[src/rtl/pipe_stage_reg.sv]
// ---------------------------------------------------------------------------
// pipe_stage_reg: two-entry (MAIN + SKID) valid/ready pipeline stage register
// Optional perf counters enabled by macro PIPE_STAGE_PERF_EN.  Rev 1.0
// ---------------------------------------------------------------------------
`default_nettype none

module pipe_stage_reg #(
  parameter int DATA_W = 64,
  parameter int CTRL_W = 16
) (
  input  logic              clk,
  input  logic              reset,
  input  logic              in_valid,
  output logic              in_ready,
  input  logic [DATA_W-1:0] in_data,
  input  logic [CTRL_W-1:0] in_ctrl,
  input  logic              flush,
  output logic              out_valid,
  input  logic              out_ready,
  output logic [DATA_W-1:0] out_data,
  output logic [CTRL_W-1:0] out_ctrl
`ifdef PIPE_STAGE_PERF_EN
  ,
  output logic [31:0]       stall_cnt,
  output logic [31:0]       bubble_cnt
`endif
);

  localparam logic [1:0] c_empty = 2'd0;
  localparam logic [1:0] c_one   = 2'd1;
  localparam logic [1:0] c_two   = 2'd2;

  logic [1:0]        state_q, state_d;
  logic              in_ready_q, in_ready_d;
  logic [DATA_W-1:0] main_data_q, main_data_d, skid_data_q, skid_data_d;
  logic [CTRL_W-1:0] main_ctrl_q, main_ctrl_d, skid_ctrl_q, skid_ctrl_d;
  logic              w_main_valid;
  logic              w_in_xfer;
  logic              w_out_xfer;

  assign w_main_valid = (state_q != c_empty);
  assign w_in_xfer    = in_valid & in_ready_q;
  assign w_out_xfer   = w_main_valid & out_ready;

  // State register
  always_ff @(posedge clk) begin
    if (reset) begin
      state_q    <= c_empty;
      in_ready_q <= 1'b1;
    end else begin
      state_q    <= state_d;
      in_ready_q <= in_ready_d;
    end
  end

  // Next-state logic; flush squashes both entries and any same-cycle input
  always_comb begin
    state_d = state_q;
    if (flush) begin
      state_d = c_empty;
    end else begin
      case (state_q)
        c_empty: if (w_in_xfer) state_d = c_one;
        c_one: begin
          if (w_in_xfer && !w_out_xfer)      state_d = c_two;
          else if (!w_in_xfer && w_out_xfer) state_d = c_empty;
        end
        c_two:   if (w_out_xfer) state_d = c_one;
        default: state_d = c_empty;
      endcase
    end
    // in_ready comes straight from a flop, so it is precomputed from state_d
    in_ready_d = (state_d != c_two);
  end

  // Payload next values
  always_comb begin
    main_data_d = main_data_q;
    main_ctrl_d = main_ctrl_q;
    skid_data_d = skid_data_q;
    skid_ctrl_d = skid_ctrl_q;
    if (!flush) begin
      case (state_q)
        c_empty: begin
          if (w_in_xfer) begin
            main_data_d = in_data;
            main_ctrl_d = in_ctrl;
          end
        end
        c_one: begin
          if (w_in_xfer && w_out_xfer) begin
            main_data_d = in_data;
            main_ctrl_d = in_ctrl;
          end else if (w_in_xfer) begin
            skid_data_d = in_data;
            skid_ctrl_d = in_ctrl;
          end
        end
        c_two: begin
          if (w_out_xfer) begin
            main_data_d = skid_data_q;
            main_ctrl_d = skid_ctrl_q;
          end
        end
        default: ;
      endcase
    end
  end

  always_ff @(posedge clk) begin
    if (reset) begin
      main_data_q <= '0;
      main_ctrl_q <= '0;
      skid_data_q <= '0;
      skid_ctrl_q <= '0;
    end else begin
      main_data_q <= main_data_d;
      main_ctrl_q <= main_ctrl_d;
      skid_data_q <= skid_data_d;
      skid_ctrl_q <= skid_ctrl_d;
    end
  end

  // Outputs; control is zeroed on bubbles so downstream sees no side effect
  always_comb begin
    out_valid = w_main_valid;
    out_data  = main_data_q;
    out_ctrl  = w_main_valid ? main_ctrl_q : '0;
    in_ready  = in_ready_q;
  end

`ifdef PIPE_STAGE_PERF_EN
  logic [31:0] stall_cnt_q, bubble_cnt_q;

  always_ff @(posedge clk) begin
    if (reset) begin
      stall_cnt_q  <= '0;
      bubble_cnt_q <= '0;
    end else begin
      if (w_main_valid && !out_ready && (stall_cnt_q != 32'hFFFF_FFFF))
        stall_cnt_q <= stall_cnt_q + 32'd1;
      if (!w_main_valid && (bubble_cnt_q != 32'hFFFF_FFFF))
        bubble_cnt_q <= bubble_cnt_q + 32'd1;
    end
  end

  assign stall_cnt  = stall_cnt_q;
  assign bubble_cnt = bubble_cnt_q;
`endif

endmodule

`default_nettype wire
[config.mk]
export PLATFORM = sky130hd
export DESIGN_NAME = pipe_stage_reg
export DESIGN_NICKNAME = d
export VERILOG_FILES = /design/src/rtl/pipe_stage_reg.sv
export SDC_FILE = /design/constraint.sdc
export NUM_CORES = 1
export LEC_CHECK = 0
export ABC_AREA = 0
export CORE_UTILIZATION = 49
export DETAILED_ROUTE_END_ITERATION = 12
export HOLD_SLACK_MARGIN = 0.06
export PLACE_DENSITY = 0.8
export SLEW_MARGIN = 20
export SYNTH_ARGS = -nofsm -noshare
export SYNTH_HDL_FRONTEND = slang
export SYNTH_SLANG_ARGS = --single-unit
[constraint.sdc]
create_clock -name clk -period 1.95 [get_ports clk]
set_clock_uncertainty 0.2 [all_clocks]
set_input_delay 0.2925 -clock clk [delete_from_list [all_inputs] [get_ports clk]]
set_output_delay 0.2925 -clock clk [all_outputs]
set_load 0.1 [all_outputs]
# Word-level counts from Yosys, hierarchy flattened
# Index checks and enable logic that the tools add are counted.
dict set report totals {
  regBits 163
  in_bits 85
  output_inout_bits 82
  word_cells 41
}
dict set report op_classes {
  eq_ne 6
  mux 15
  bitwise_logic 4
  reduce_logical 10
}
# cell count
set ops {}
lappend ops {{2-to-1 mux 64 bit} 3}
lappend ops {{one-hot mux 64 bit (3 select lines)} 1}
lappend ops {{2-to-1 mux 16 bit} 4}
lappend ops {{one-hot mux 16 bit (3 select lines)} 1}
lappend ops {{2-to-1 mux 2 bit} 5}
lappend ops {{!= test 2 bit, second input constant} 4}
lappend ops {{one-hot mux 2 bit (3 select lines)} 1}
lappend ops {{AND reduction 5 bit} 1}
lappend ops {{AND reduction 4 bit} 1}
lappend ops {{logical AND 1 bit} 3}
lappend ops {{nonzero test 3 bit} 1}
lappend ops {{bitwise AND 1 bit} 2}
lappend ops {{equality test 2 x 1 -> 1 bit, second input constant} 1}
lappend ops {{equality test 2 bit, second input constant} 1}
lappend ops {{logical NOT 1 bit} 2}
lappend ops {{logical NOT 2 bit} 1}
lappend ops {{inverter 1 bit} 2}
lappend ops {{nonzero test 2 bit} 1}

# Longest topological paths before layout
dict set report logic_depth {
  depth_word 8
  mapped_depth 7
  ltp_nobuf 4
}

# Worst setup path before layout
# Ideal clock, no wire load.
dict set report synth_path {
  kind {register to output}
  start {register state_q[1]}
  end {output out_ctrl[10]}
  arrival_time_ns 2.130
  required_time_ns 1.457
  setup_slack_ns -0.672
  stages_incl_launch_ff 5
  path_buffers 2
  cell_sequence {dfxtp_1 > buf_2 > nor2_1 > clkbuf_1 > nor2b_1}
}
dict set report synth_via {
  elab_chain_len 2
}
# item line_no
set synth_rtl {}
lappend synth_rtl {{start: declaration} 33} ;# logic [1:0] state_q, state_d;
lappend synth_rtl {{start signal: assignment} 48} ;# state_q <= c_empty;
lappend synth_rtl {{start signal: assignment} 51} ;# state_q <= state_d;
lappend synth_rtl {{nonzero test 2 bit} 41} ;# assign w_main_valid = (state_q != c_empty);
lappend synth_rtl {{2-to-1 mux 16 bit} 128} ;# out_ctrl = w_main_valid ? main_ctrl_q : '0;
lappend synth_rtl {{end: declaration} 21} ;# output logic [CTRL_W-1:0] out_ctrl
# No other way between the ends.

# Worst setup path in the final report
dict set report layout_path {
  start {register state_q[0]}
  end {output out_ctrl[8]}
}
# Same word-level chain as after synthesis.

==> results.sh <==
export IMPL_grt_first_pass_wirelength_um=29900
export IMPL_grt_overflow=0
export IMPL_io_buffers=166
export IMPL_antenna_left=0
export IMPL_ys_ff_latch=163
export IMPL_max_vdd_ir_drop_mv=0.574
export IMPL_grt_use_met3_pct=6.23
export IMPL_status="finished with violations"
export IMPL_top_usage_layer="met2"
export IMPL_power_leakage_nw=4.31
export IMPL_relSlewSlack_pct=60.4
export IMPL_period_needed_ns=2.02
export IMPL_grt_total_usage_pct=27.0
export IMPL_wl_um=18400
export IMPL_fin_nets=994
export IMPL_drv_cap=0
export IMPL_synth_cells=741
export IMPL_synth_top_cell_area_share_pct=49.2
export IMPL_layout_drive_gt1_share_pct=22.9
export IMPL_fill_cells=801
export IMPL_ios=167
export IMPL_htree_levels=4
export IMPL_synthTopCellsByArea="dfxtp_1, mux2i_1, nand2_1"
export IMPL_grt_util_met2_pct=48.5
export IMPL_syn_area_per_cell_um2=8.95
export IMPL_cts_root_buffer_cell="clkbuf_16"
export IMPL_max_freq_ghz=0.495
export IMPL_fp_coreArea_um2=13200
export IMPL_critPathMaxStageDelay_ns=0.33
export IMPL_cp_arrival_ns=1.53
export IMPL_setup_ws_ns=-0.0682
export IMPL_post_route_period_util_pct=103
export IMPL_clkLatencyLatePin_ns=0.42
export IMPL_dp_slack_ns=-0.366
export IMPL_num_rows=42
export IMPL_die_h_um=118
export IMPL_synth_area_um2=6630
export IMPL_whs_ns=0.182
export IMPL_viasPerCell=5.40
export IMPL_crit_type="register to output port"
export IMPL_ys_types=25
export IMPL_violations="negative setup slack"
export IMPL_hold_class="input port to register"
export IMPL_crit_path_top_delay_cell="dfxtp_2"
export IMPL_use_met1_pct=29.8
export IMPL_n_antenna_cell=0
export IMPL_routedWlPerCell_um=16.8
export IMPL_dp_hpwl_um=11700
export IMPL_drt_iter0_drc=400
export IMPL_cts_path_max_buffers=2
export IMPL_startpoint_type="register"
export IMPL_grt_pass1_vias=6118
export IMPL_post_route_drc_count=0
export IMPL_grt_max_degree=52
export IMPL_num_vias=5924
export IMPL_die_x_um=118
export IMPL_synth_top_cell_by_area="dfxtp_1"
export IMPL_fin_util_pct=78.9
export IMPL_cts_tree="yes"
export IMPL_worst_pin_slew_ns=0.593
export IMPL_ys_warn_count=0
export IMPL_crit_path_end_kind="output port"
export IMPL_multiInputGateArea_um2=3200
export IMPL_seq_area_um2=3270
export IMPL_path_buf_inv=3
export IMPL_power_density_nw_per_um2=922
export IMPL_hold_viol=0
export IMPL_crit_chain="buf_6, nor2_4, bufbuf_16, nor2b_2, buf_12"
export IMPL_path_delay_family="buffers and inverters"
export IMPL_setup_violations=13
export IMPL_rsz0062_at_grt="true"
export IMPL_antenna_found_initial=0
export IMPL_drtPass1Iterations=5
export IMPL_dieArea_um2=14000
export IMPL_gp_congestion=0.805
export IMPL_synth_seq_area_share_pct=49.2
export IMPL_clk_pin_slew_worst_paths_ns=0.06
export IMPL_numCtsBuffers=17
export IMPL_crit_required_ns=1.46
export IMPL_area_growth_pct=57.7
export IMPL_path_max_fanout=4
export IMPL_cts_sinks=163
export IMPL_slew_viol_final=0
export IMPL_synth_nets=826
export IMPL_start_util_pct=50.1
[layer usage]
layer,up-vias,wire [um]
met5,-,0
met4,0,583
li1,2873,-
met3,43,977
met1,2812,7340
met2,196,9540
[cell usage in the layout, fill, tap and decap left out, types with 2 or more instances in the layout]
cell type / n
buf_4: 25
clkbuf_1: 2
buf_12: 98
buf_6: 5
a21oi_1: 81
clkinvlp_4: 2
dfxtp_2: 2
dfxtp_1: 160
a211oi_1: 53
bufinv_16: 6
a211oi_2: 27
nor2b_2: 5
clkdlybuf4s50_1: 83
nor2b_4: 11
clkinv_2: 2
nand2_1: 161
nor2_1: 81
mux2i_1: 80
clkbuf_8: 4
clkbuf_16: 17
[path summary, 6_finish.rpt]
check | startpoint | to | slack [ns] | cells past startpoint
hold / removal | reset | skid_ctrl_q[11] | 0.18 | 2
hold reg to reg | skid_data_q[41] | skid_data_q[41] | 0.25 | 2
setup / recovery | state_q[0] | out_ctrl[8] | -0.07 | 5
setup reg to reg | state_q[1] | out_data[12] | 0.01 | 7
[synthesized netlist by cell type]
| cell type | instances |
|---|---|
| a211oi_1 | 62 |
| a211oi_2 | 18 |
| a21boi_0 | 1 |
| a21oi_1 | 81 |
| a311oi_1 | 1 |
| a31oi_2 | 1 |
| and3_1 | 1 |
| buf_2 | 32 |
| buf_4 | 8 |
| buf_6 | 3 |
| clkbuf_1 | 20 |
| dfxtp_1 | 163 |
| inv_1 | 1 |
| mux2i_1 | 80 |
| nand2_1 | 161 |
| nand2b_1 | 2 |
| nand3b_1 | 1 |
| nand4b_1 | 1 |
| nand4bb_1 | 1 |
| nor2_1 | 82 |
| nor2b_1 | 16 |
| nor4_1 | 1 |
| nor4_4 | 1 |
| o21bai_1 | 1 |
| or4_1 | 2 |
[layout make-up]
class                   count  share of cell area [%]
clock inverters             9                    1.89
inverters                   1                  0.0718
flip-flops and latches    163                    31.3
well taps                 176                    2.11
multi-input cells         514                    30.6
clock buffers              23                    4.67
repair buffers            212                    29.4
[metrics by stage]
| stage | instance area [um^2] | TNS [ns] | total power, mW | instances |
|---|---|---|---|---|
| floorplan | 6680 | -4.27 | 4.90 | 741 |
| global placement | 9590 | -40.06 | 5.78 | 1061 |
| detailed placement | 9590 | -44.85 | 5.82 | 1061 |
| CTS | 10400 | -0.999 | 9.68 | 1100 |
| global route | 10500 | -1.26 | 9.94 | 1098 |
| finish | 10500 | -0.492 | 9.64 | 1098 |
[registers in the layout, indices dropped and copies added, names as in the netlist]
register     flops
skid_ctrl_q     16
skid_data_q     64
state_q          2
out_data        64
main_ctrl_q     16
in_ready         1
[report_power, final]
part,leakage (nW),switching (mW),internal (mW),total [mW]
sequential,1.33,0.145,3.48,3.63
clock,0.333,1.30,2.54,3.83
combinational,2.65,1.32,0.859,2.18
total,4.31,2.76,6.88,9.64
[logic make-up after synthesis]
family	count (synthesis)	share of synthesized area, %
AOI/OAI and AO/OA	165	17.1
buffers and inverters	64	5.02
muxes	80	12.1
and+or+nand+nor	269	16.6
DFF	163	49.2
[what timing repair did]
action / 4_1_cts / 5_1_grt
setup endpoints to repair: 17 / 34
pin swaps: 1 / 1
gates resized for setup: 22 / 11
hold buffers: 0 / 0
buffers inserted: 5 / 0
gates cloned: 2 / 0
No activity file was read; power rests on OpenSTA's default activity.
